--- src/rtl/if_stage_buffer.sv ---
// -----------------------------------------------------------------------------
// if_stage_buffer
//
// IF/ID pipeline buffer: a DEPTH-entry circular FIFO of {PC, instruction}
// pairs sitting between instruction fetch and decode. Fetch may run ahead
// while decode is frozen. A flush empties the buffer in a single cycle, and
// out_valid marks bubbles explicitly; the data outputs read zero (NOP) when
// the buffer is empty.
//
// Ports
//   CLK                    clock, all state updates on the rising edge
//   RST                    synchronous active-high reset (same effect as flush)
//   flush                  discard every buffered entry; dominates push/pop
//   in_valid / in_ready    fetch-side handshake (push = in_valid & in_ready)
//   PC_In                  PC of the fetched instruction
//   InstructionMemory_In   fetched instruction word
//   freeze                 decode stalled, head entry is held
//   out_valid              head entry holds a valid pair
//   PC_Out                 head PC, zero when out_valid = 0
//   InstructionMemory_Out  head instruction, zero when out_valid = 0
//   count                  number of valid entries, 0..DEPTH
// -----------------------------------------------------------------------------
module if_stage_buffer #(
    parameter int PC_WIDTH   = 32,
    parameter int INST_WIDTH = 32,
    parameter int DEPTH      = 2,
    parameter int CNT_W      = $clog2(DEPTH + 1)
) (
    input  logic                  CLK,
    input  logic                  RST,
    input  logic                  flush,
    input  logic                  in_valid,
    output logic                  in_ready,
    input  logic [PC_WIDTH-1:0]   PC_In,
    input  logic [INST_WIDTH-1:0] InstructionMemory_In,
    input  logic                  freeze,
    output logic                  out_valid,
    output logic [PC_WIDTH-1:0]   PC_Out,
    output logic [INST_WIDTH-1:0] InstructionMemory_Out,
    output logic [CNT_W-1:0]      count
);

    localparam int PTR_W = $clog2(DEPTH);
    localparam logic [CNT_W-1:0] FULL_CNT = CNT_W'(DEPTH);

    // Pointers are exactly log2(DEPTH) bits so they wrap by overflow
    // (DEPTH is a power of two).
    logic [PTR_W-1:0] wr_ptr_q, wr_ptr_d;
    logic [PTR_W-1:0] rd_ptr_q, rd_ptr_d;
    logic [CNT_W-1:0] count_q, count_d;

    // Payload storage carries no reset: occupancy alone decides validity.
    logic [PC_WIDTH-1:0]   pc_mem_q   [DEPTH];
    logic [INST_WIDTH-1:0] inst_mem_q [DEPTH];

    logic push;
    logic pop;
    logic wr_en;

    // Handshake flags come from registered occupancy only: no full-bypass,
    // so a full buffer refuses a push even while it pops.
    assign in_ready  = (count_q != FULL_CNT);
    assign out_valid = (count_q != '0);
    assign push      = in_valid & in_ready;
    assign pop       = out_valid & ~freeze;
    assign wr_en     = push & ~flush;

    always_comb begin
        wr_ptr_d = wr_ptr_q;
        rd_ptr_d = rd_ptr_q;
        count_d  = count_q;
        if (flush) begin
            // Flush wins over any push or pop in the same cycle.
            wr_ptr_d = '0;
            rd_ptr_d = '0;
            count_d  = '0;
        end else begin
            if (push) begin
                wr_ptr_d = wr_ptr_q + PTR_W'(1);
            end
            if (pop) begin
                rd_ptr_d = rd_ptr_q + PTR_W'(1);
            end
            case ({push, pop})
                2'b10:   count_d = count_q + CNT_W'(1);
                2'b01:   count_d = count_q - CNT_W'(1);
                default: count_d = count_q;
            endcase
        end
    end

    // Control state: pointers and occupancy.
    always_ff @(posedge CLK) begin
        if (RST) begin
            wr_ptr_q <= '0;
            rd_ptr_q <= '0;
            count_q  <= '0;
        end else begin
            wr_ptr_q <= wr_ptr_d;
            rd_ptr_q <= rd_ptr_d;
            count_q  <= count_d;
        end
    end

    // Data storage: written on an accepted, non-flushed push.
    always_ff @(posedge CLK) begin
        if (wr_en) begin
            pc_mem_q[wr_ptr_q]   <= PC_In;
            inst_mem_q[wr_ptr_q] <= InstructionMemory_In;
        end
    end

    // Head entry is masked to zero so an empty buffer presents a NOP bubble.
    assign PC_Out                = out_valid ? pc_mem_q[rd_ptr_q]   : '0;
    assign InstructionMemory_Out = out_valid ? inst_mem_q[rd_ptr_q] : '0;
    assign count                 = count_q;

endmodule

--- config.mk ---
export PLATFORM = sky130hd
export DESIGN_NAME = if_stage_buffer
export DESIGN_NICKNAME = d
export VERILOG_FILES = /design/src/rtl/if_stage_buffer.sv
export SDC_FILE = /design/constraint.sdc
export NUM_CORES = 1
export LEC_CHECK = 0
export ABC_AREA = 0
export CORE_ASPECT_RATIO = 0.6
export CORE_MARGIN = 4
export CORE_UTILIZATION = 45
export CTS_CLUSTER_SIZE = 8
export DETAILED_ROUTE_END_ITERATION = 16
export PLACE_DENSITY = 0.75
export SYNTH_ARGS = -nofsm -noshare
export SYNTH_HDL_FRONTEND = slang
export SYNTH_SLANG_ARGS = --single-unit
--- constraint.sdc ---
create_clock -name CLK -period 21.3 [get_ports CLK]
set_input_delay 6.39 -clock CLK [delete_from_list [all_inputs] [get_ports CLK]]
set_output_delay 6.39 -clock CLK [all_outputs]
set_load 0.01 [all_outputs]
Word level (Yosys, flattened, before mapping) --
Memories as Yosys holds them, arrays and structs flattened. A register that Yosys moved wholly into a read port is not among the register bits. Cells that the tools add are included.
Word-level totals: bits of input ports 69, logic and storage cells 29, register bits 4, memories kept 2, RAM bits 128
Operators by class: mux-type cells 9, reductions and logical operators 3, bitwise gates (word level) 5, add/sub/neg operators 4, equal/unequal tests 3
Memories:
- inst_mem_q | depth 2, bits a word 32, read ports 1, clocked after Yosys merged registers in 1, wr ports 1, RTL line 54 | logic [INST_WIDTH-1:0] inst_mem_q [DEPTH];
- pc_mem_q | depth 2, bits a word 32, read ports 1, clocked after Yosys merged registers in 1, wr ports 1, RTL line 53 | logic [PC_WIDTH-1:0] pc_mem_q [DEPTH];
Operators with widths (number):
- 32-bit 2-to-1 mux | 2
- 1-bit 2-to-1 mux | 6
- 2-bit case mux with 2 select lines | 1
- 2-bit nonzero test | 2
- 1-bit bitwise AND | 3
- 1-bit adder, second input constant | 2
- 2-bit by 1-bit adder with 2-bit output, second input constant | 1
- 2-bit by 1-bit equality test with 1-bit output, second input constant | 1
- 2-bit equality test, second input constant | 1
- 2-bit inequality test, second input constant | 1
- 1-bit NOT | 2
- 2-bit OR reduction | 1
- 2-bit by 1-bit subtractor with 2-bit output, second input constant | 1

Longest topological paths before layout --
Gate-level depths: netlist of run 1.
depth after elaboration 5, gate-level depth with buffers 8

Worst setup path after synthesis of run 1 --
Ideal clock, no wire load.
path type input to register, start input in_valid, end memory inst_mem_q[1][0] (enable), arrival 11144 ps, setup slack 9577 ps, stages on the path 2, path buffers 0, required time 20721 ps, cell sequence nand2_1 > nor3b_1
Between the ends: word-level cells in the longest chain between the ends 4
Ends and longest elaborated chain:
- start: declaration | RTL line 32 | input logic in_valid,
- 1-bit bitwise AND | RTL line 64 | assign push = in_valid & in_ready;
- 1-bit bitwise AND | RTL line 66 | assign wr_en = push & ~flush;
- 1-bit 2-to-1 mux | RTL line 107 | if (wr_en) begin
- 1-bit 2-to-1 mux (not written as such) | RTL line 109 | inst_mem_q[wr_ptr_q] <= InstructionMemory_In;
- end: declaration | RTL line 54
Every way passes these cells.

==> impl_metrics.json, run 1 <==
{
  "core_sq_um": 10700,
  "yosysWarnings": 0,
  "post-route-period-util": 0.417,
  "wirelength_um": 10500,
  "firstDrtPassIters": 4,
  "dieArea_sq_um": 13000,
  "numCtsBuffers": 17,
  "endpoint_kind": "output port",
  "fmaxAchievable_mhz": 113,
  "finalSetupTns_ps": 0,
  "power_density_nw_per_um2": 91.4,
  "clock_latency_ps": 400,
  "cts.sinks": 133,
  "slowest_stage": "dfxtp_4",
  "cp.arrival_ps": 2490,
  "hp-class": "reg -> reg",
  "die-width_um": 145,
  "final.min_clock_period_ps": 8880,
  "ios": 137,
  "startpoint_type": "register",
  "p_seq_frac": 0.456,
  "required_ps": 14910,
  "nets": 515,
  "grt_max_degree": 65,
  "p_comb_frac": 0.079,
  "skew_ps": 7.72,
  "worst_pin_slew_ps": 1120,
  "port_buffers": 136,
  "ant_nets": 0,
  "cts_tree": "done",
  "syn_to_final_growth_pct": 42.4,
  "ctsResizeCount": 0,
  "yosysTopAreaCell": "edfxtp_1",
  "rows": 29,
  "synth_area_sq_um": 5040,
  "avgSynthCellArea_sq_um": 16.9,
  "drive_gt1_frac": 0.0917,
  "whs_ps": 520,
  "finalHoldViolCount": 0,
  "hpwl_um": 6750,
  "ys_top_cells_by_area": "edfxtp_1, mux2i_1, nor2_1",
  "leakagePower_nw": 2.32,
  "rsz0062_at_grt": "false",
  "wl_per_cell_um": 17.6,
  "ys_ff_latch": 133,
  "critical_path.cell_chain": "mux2i_1 -> nor2_1 -> clkdlybuf4s50_1",
  "start_util": 0.469,
  "setup_violations": 0,
  "clockPowerShare": 0.465,
  "drt_iter0_markers": 179,
  "crit_path_max_fanout": 64,
  "post_cts_buffers": 0,
  "cp_slowest_stage_delay_ps": 1100,
  "overflow": 0,
  "via_count": 2993,
  "irDropWorstVdd_uv": 73.3,
  "vias_per_cell": 5.01,
  "drv_slew": 0,
  "p_sw_frac": 0.206,
  "synth_nets": 369,
  "synth.distinct_cells": 19,
  "p_sw_w": 0.000135,
  "crit_type": "reg -> out",
  "antenna_found_initial": 0,
  "drv_cap": 0,
  "grt_pass1_vias": 3129,
  "p_int_w": 0.000521,
  "ff_latch_area_sq_um": 3950,
  "diodes": 0,
  "globalRouteTotalUtil": 0.166,
  "grt_pass1_wl_um": 16500,
  "ys_seq_area_frac": 0.782,
  "fillCellCount": 759,
  "remaining_drc_errors": 0,
  "clock-root-buffer": "clkbuf_16",
  "timing.max_slew.rel_slack": 0.252,
  "multiInputGateArea_sq_um": 1020,
  "die-height_um": 90.0,
  "clk_path_buf_depth": 2,
  "globalplace.congestion": 0.739,
  "cts_hold_buf": 0,
  "cts.htree.levels": 4,
  "clk_pin_slew_worst_paths_ps": 50,
  "syn_inst": 299,
  "outcome": "completed",
  "synth_top_area_frac": 0.762
}
registers in the layout, indices dropped and copies added, names as in the netlist, named ones only:
signal,cells
wr_ptr_q,1
pc_mem_q,64
count,2
rd_ptr_q,1
inst_mem_q,64
layer usage:
| layer | wire length, um | global-route usage | up-vias |
|---|---|---|---|
| met5 | 0 | 0 | - |
| met4 | 85 | 0.0520 | 0 |
| met3 | 803 | 0.0567 | 6 |
| met2 | 4840 | 0.254 | 125 |
| met1 | 4760 | 0.225 | 1462 |
| li1 | - | - | 1400 |
critical path, delay by kind of cell (launching register included):
family        cells  cell delay [ps]
buf+inv           1              570
flops             1             1100
mux               1              210
simple gates      1              210
synth_stat cells:
cell	count
nor3b_1	1
buf_4	6
nor2b_1	1
nand2_1	1
nor3_1	1
edfxtp_1	128
mux2i_1	64
xnor2_1	1
or2_2	1
or3_1	3
xor2_1	1
a21oi_1	4
ha_1	1
buf_2	6
nor2_1	67
inv_1	3
o21ai_0	3
dfxtp_1	5
clkbuf_1	2
path summary, 6_finish.rpt:
kind | startpoint | end | slack, ps | depth (start not counted)
hold / removal | rd_ptr_q | register | 520 | 2
hold reg to reg | rd_ptr_q | register | 520 | 2
setup / recovery | register | PC_Out[18] | 12420 | 3
setup reg to reg | count[0] | inst_mem_q[1][26] | 19420 | 5
placed cells by master, fill, tap and decap left out, types with 4 or more instances in the layout:
master / Yosys / layout
clkdlybuf4s50_1: 0 / 136
edfxtp_1: 128 / 128
nor2_1: 67 / 66
mux2i_1: 64 / 64
clkbuf_16: 0 / 17
clkinvlp_4: 0 / 5
buf_4: 6 / 5
a21oi_1: 4 / 4
bufinv_16: 0 / 4
dfxtp_1: 5 / 4
power groups by stage:
stage	registers [W]	logic (W)	clock network [W]
after floorplan	0.000304	0.0000203	0
after global placement	0.000304	0.0000512	0
after detailed placement	0.000305	0.0000522	0
after CTS	0.000299	0.0000527	0.000310
after global routing	0.000300	0.0000562	0.000324
final	0.000299	0.0000520	0.000305
final cells by class:
cell class | instances | area share
clock buffer | 17 | 0.0592
clock inverter | 15 | 0.0282
inverter | 3 | 0.00157
multi-input combinational | 149 | 0.142
sequential | 133 | 0.550
tap | 139 | 0.0242
timing repair buffer | 141 | 0.195
cells by family after synthesis:
family	count (synthesis)	synth area share
adder cells (fa/ha/maj)	1	0.00248
buffers and inverters	17	0.0186
XOR/XNOR	2	0.00347
AO/OA/AOI/OAI	7	0.00695
multiplexers	64	0.127
flip-flops	133	0.782
AND/OR/NAND/NOR	75	0.0593
per-stage QoR:
step                instance area (sq um)  setup WS, ps  std cells  utilization  power, W
global placement                     6550         12810        565        0.610  0.000355
global route                         7180         12230        597        0.669  0.000680
detailed placement                   6550         12830        565        0.610  0.000357
finish                               7180         12420        597        0.669  0.000656
floorplan                            5040          9580        299            -  0.000324
CTS                                  7180         12360        597        0.669  0.000662
No activity file was read; power rests on OpenSTA's default activity.
==> run 2: changes to the inputs <==
Settings changed: CORE_UTILIZATION 45 to 43.
Clock period 21.3 ns to 7.75 ns, I/O delays scaled along.
==> run 2 against run 1 <==
  * Non-clock buffer count unchanged
  * Sequential share of layout area up 0.62 points
  * Global-route usage down 1.5 points
  * Setup slack worse by 9500 ps
  * Highest routed layer unchanged
  * First-iteration DRC count down 2.2%
  * Clock-buffer cell count up 2
  * Total power rose to 2.5 times the previous value
  * Critical endpoint is now PC_Out[0]
  * Via count down 2.6%
  * Clock power up 130%
==> impl_metrics.json, run 2 (synthesis results as in run 1) <==
{
  "outcome": "completed",
  "cts.sinks": 133,
  "core_sq_um": 11400,
  "dieArea_sq_um": 13600,
  "fmaxAchievable_mhz": 208,
  "ff_latch_area_sq_um": 3950,
  "die-width_um": 148,
  "diodes": 0,
  "syn_to_final_growth_pct": 40.8,
  "ios": 137,
  "crit_type": "reg -> out",
  "final.min_clock_period_ps": 4810,
  "numCtsBuffers": 17,
  "crit_path_max_fanout": 64,
  "r2r_setup_slack_ps": 5840,
  "setup_violations": 0,
  "final_cell_area_sq_um": 7100,
  "hp-class": "reg -> reg",
  "irDropWorstVdd_uv": 157,
  "top_layer": "met4",
  "drt_iter0_markers": 175,
  "ctsResizeCount": 0,
  "ant_nets": 0,
  "wl_met2_um": 4650,
  "post_dp_cell_area_sq_um": 6580,
  "port_buffers": 136,
  "clock_latency_ps": 400,
  "overflow": 0,
  "multiInputGateArea_sq_um": 1020,
  "wl_per_cell_um": 16.3,
  "wirelength_um": 10100,
  "cts.htree.levels": 4,
  "timing.max_slew.rel_slack": 0.242,
  "required_ps": 5430,
  "grt_max_degree": 65,
  "worst_pin_slew_ps": 1140,
  "post_cts_buffers": 0,
  "fin_cells": 616,
  "endpoint_kind": "output port",
  "drive_gt1_frac": 0.0811,
  "cp.arrival_ps": 2490,
  "cts_hold_buf": 0,
  "dp.cells": 586,
  "hpwl_um": 6610,
  "firstDrtPassIters": 4,
  "startpoint_type": "register",
  "wl_met1_um": 4730,
  "globalRouteTotalUtil": 0.151,
  "antenna_found_initial": 0,
  "vias_per_cell": 4.73,
  "globalplace.congestion": 0.742,
  "met3_length_um": 636,
  "remaining_drc_errors": 0,
  "die-height_um": 91.9,
  "finalSetupTns_ps": 0,
  "skew_ps": 8.65,
  "clk_pin_slew_worst_paths_ps": 50,
  "post-route-period-util": 0.621,
  "fillCellCount": 857,
  "drv_slew": 0,
  "nets": 515,
  "power_density_nw_per_um2": 235,
  "via_count": 2915,
  "clock-root-buffer": "clkbuf_16",
  "utilization": 0.624,
  "drv_cap": 0,
  "final_common_cell": "clkdlybuf4s50_1",
  "start_util": 0.443,
  "leakagePower_nw": 2.29,
  "rsz0062_at_grt": "false",
  "grt_pass1_vias": 3080,
  "grt_pass1_wl_um": 15700,
  "rows": 30,
  "clk_path_buf_depth": 2,
  "cts_tree": "done",
  "finalHoldViolCount": 0,
  "final_cell_mix": "clkdlybuf4s50_1, edfxtp_1, nor2_1, mux2i_1, clkbuf_16"
}
==> run 2: cell types whose count changed in the layout (fill, tap and decap cells not counted) <==
cell,delta
bufinv_16,-3
clkbuf_1,+2
clkinv_1,+1
inv_6,-3
clkinv_2,+4
clkinv_4,+1
clkinvlp_4,-4
==> run 2: final timing paths <==
| check | start | endpoint | depth (start not counted) |
|---|---|---|---|
| setup / recovery | register | PC_Out[0] | 3 |
| hold / removal | rd_ptr_q | register | 2 |
| setup reg to reg | count[0] | inst_mem_q[1][12] | 5 |
| hold reg to reg | rd_ptr_q | register | 2 |
==> run 2: report_power, final <==
part           total [W]  switching (W)  leakage, nW  internal (W)
logic           0.000143      0.0000628        0.814     0.0000800
registers       0.000823     0.00000986         1.22      0.000813
clock network   0.000701       0.000269        0.259      0.000432
total            0.00167       0.000342         2.29       0.00133
==> run 2: cell type report <==
class	count	share of cell area
repair buffers	141	0.197
clock inverters	11	0.0125
multi-input cells	149	0.144
flip-flops and latches	133	0.556
well taps	160	0.0282
inverters	3	0.00159
clock buffers	19	0.0610
==> run 2: per-layer routing <==
layer | track usage | up-vias
met1 | 0.201 | 1408
met5 | 0 | -
met4 | 0.0434 | 0
met3 | 0.0543 | 8
met2 | 0.235 | 104
li1 | - | 1395
==> run 2: worst max-delay path, stage by stage (launching register included) <==
cell	delay (ps)
dfxtp_4	1050
mux2i_1	210
nor2_1	180
clkdlybuf4s50_1	560
==> run 2: through the flow <==
step	hold WS, ps	setup slack, ps	total power (W)
after floorplan	466	91.8	0.000891
after global placement	483	3350	0.000979
after detailed placement	508	3360	0.000982
after CTS	533	2910	0.00169
after global routing	583	2770	0.00173
final	528	2940	0.00167
==> run 3: changes to the inputs <==
Settings changed: CORE_UTILIZATION 43 to 45.
Clock period 7.75 ns to 4.6 ns, I/O delays scaled along.
==> run 3 against run 2 <==
  * Clock-buffer cell count decreased by 1
  * Setup slack worse by 2100 ps
  * Clock skew hardly changed
  * Clock power up 100%
  * Combinational power up 73%
  * Non-clock buffer count unchanged
  * Total power up 82%
  * Register-to-register slack worse by 3400 ps
  * Global-route usage up 0.99 points
  * Die area is 4.1% lower
  * Largest cell class unchanged
  * Highest routed layer unchanged
==> impl_metrics.json, run 3 (synthesis results as in run 1) <==
{
  "outcome": "completed",
  "post-route-period-util": 0.812,
  "crit_path_max_fanout": 36,
  "drive_gt1_frac": 0.0895,
  "hpwl_um": 6410,
  "wirelength_um": 10200,
  "crit_type": "reg -> out",
  "start_util": 0.469,
  "endpoint_kind": "output port",
  "leakagePower_nw": 2.34,
  "drv_cap": 0,
  "grt_pass1_vias": 3108,
  "firstDrtPassIters": 4,
  "rsz0062_at_grt": "false",
  "cp.arrival_ps": 2350,
  "cts_tree": "done",
  "setup_violations": 0,
  "worst_pin_slew_ps": 887,
  "drv_slew": 0,
  "cts.htree.levels": 4,
  "cts_hold_buf": 0,
  "die-height_um": 90.0,
  "globalRouteTotalUtil": 0.161,
  "final_cell_mix": "clkdlybuf4s50_1, edfxtp_1, nor2_1, mux2i_1, clkbuf_16",
  "r2r_setup_slack_ps": 2450,
  "post_cts_buffers": 0,
  "port_buffers": 136,
  "final_common_cell": "clkdlybuf4s50_1",
  "timing.max_slew.rel_slack": 0.408,
  "final.min_clock_period_ps": 3730,
  "ios": 137,
  "rr_worst_depth": 5,
  "irDropWorstVdd_uv": 233,
  "drt_iter0_markers": 180,
  "fmaxAchievable_mhz": 268,
  "numCtsBuffers": 17,
  "power_density_nw_per_um2": 422,
  "vias_per_cell": 4.95,
  "met1_usage": 0.222,
  "ant_nets": 0,
  "utilization": 0.671,
  "remaining_drc_errors": 0,
  "dieArea_sq_um": 13000,
  "grt_pass1_wl_um": 16000,
  "setup.worst_path.end": "PC_Out[11]",
  "globalplace.congestion": 0.741,
  "core_sq_um": 10700,
  "overflow": 0,
  "via_count": 2957,
  "antenna_found_initial": 0,
  "clk_pin_slew_worst_paths_ps": 60,
  "ctsResizeCount": 0,
  "finalHoldViolCount": 0,
  "grt_max_degree": 65,
  "skew_ps": 8.68,
  "die-width_um": 145,
  "finalSetupTns_ps": 0,
  "cts.sinks": 133,
  "diodes": 0,
  "clk_path_buf_depth": 2,
  "gr-usage-met2": 0.238,
  "hp-class": "reg -> reg",
  "required_ps": 3220,
  "use_met3": 0.0589,
  "grt.busiest_layer": "met2",
  "worstReg2RegStart": "count[0]",
  "clock-root-buffer": "clkbuf_16",
  "clock_latency_ps": 400,
  "nets": 515,
  "fillCellCount": 759,
  "rows": 29,
  "startpoint_type": "register",
  "r2r-end": "inst_mem_q[1][29]",
  "wl_per_cell_um": 17.1,
  "syn_to_final_growth_pct": 43.0
}
==> run 3: cell count changes in the layout (fill, tap and decap cells not counted), sizes merged <==
cell | before | now
bufinv | 1 | 4
inv | 3 | 5
clkinvlp | 1 | 2
clkinv | 9 | 6
clkbuf | 19 | 18
==> run 3: layer usage <==
metal,wire length [um],vias to the layer above
li1,-,1412
met1,4760,1418
met2,4470,119
met3,901,8
met5,0,-
met4,70,0
==> run 3: final cells by class <==
cell class / instances / area (sq um) / share of cell area
inverter: 3 / 11.3 / 0.00156
tap: 139 / 174 / 0.0241
multi-input combinational: 149 / 1030 / 0.144
clock inverter: 14 / 201 / 0.0279
timing repair buffer: 141 / 1410 / 0.196
sequential: 133 / 3950 / 0.548
clock buffer: 18 / 429 / 0.0595
==> run 3: worst min path at each step <==
stage	startpoint	endpoint	slack, ps	cells after the start
after floorplan	wr_ptr_q	wr_ptr_q	480	2
after global placement	rd_ptr_q	register	480	2
after detailed placement	rd_ptr_q	register	500	2
after CTS	rd_ptr_q	register	510	2
after global routing	rd_ptr_q	register	530	2
final	rd_ptr_q	register	510	2
==> run 3: metrics by stage <==
| stage | cell area [sq um] | hold WS [ps] | total power [W] | std cells | worst slack, ps |
|---|---|---|---|---|---|
| after floorplan | 5050 | 475 | 0.00150 | 299 | 141 |
| after global placement | 6580 | 481 | 0.00165 | 565 | 1270 |
| after detailed placement | 6580 | 498 | 0.00166 | 565 | 1270 |
| after CTS | 7210 | 509 | 0.00307 | 597 | 826 |
| after global routing | 7210 | 528 | 0.00315 | 597 | 747 |
| final | 7210 | 513 | 0.00304 | 597 | 866 |
==> run 3: power by group <==
group | internal [W] | switching [W]
clock network | 0.000913 | 0.000498
logic | 0.000135 | 0.000111
registers | 0.00137 | 0.0000139
==> run 3: critical path, stage by stage, from the launching register on <==
cell             delay (ps)
dfxtp_4                 760
buf_12                  310
mux2i_1                 250
nor2_1                   80
clkdlybuf4s50_1         500
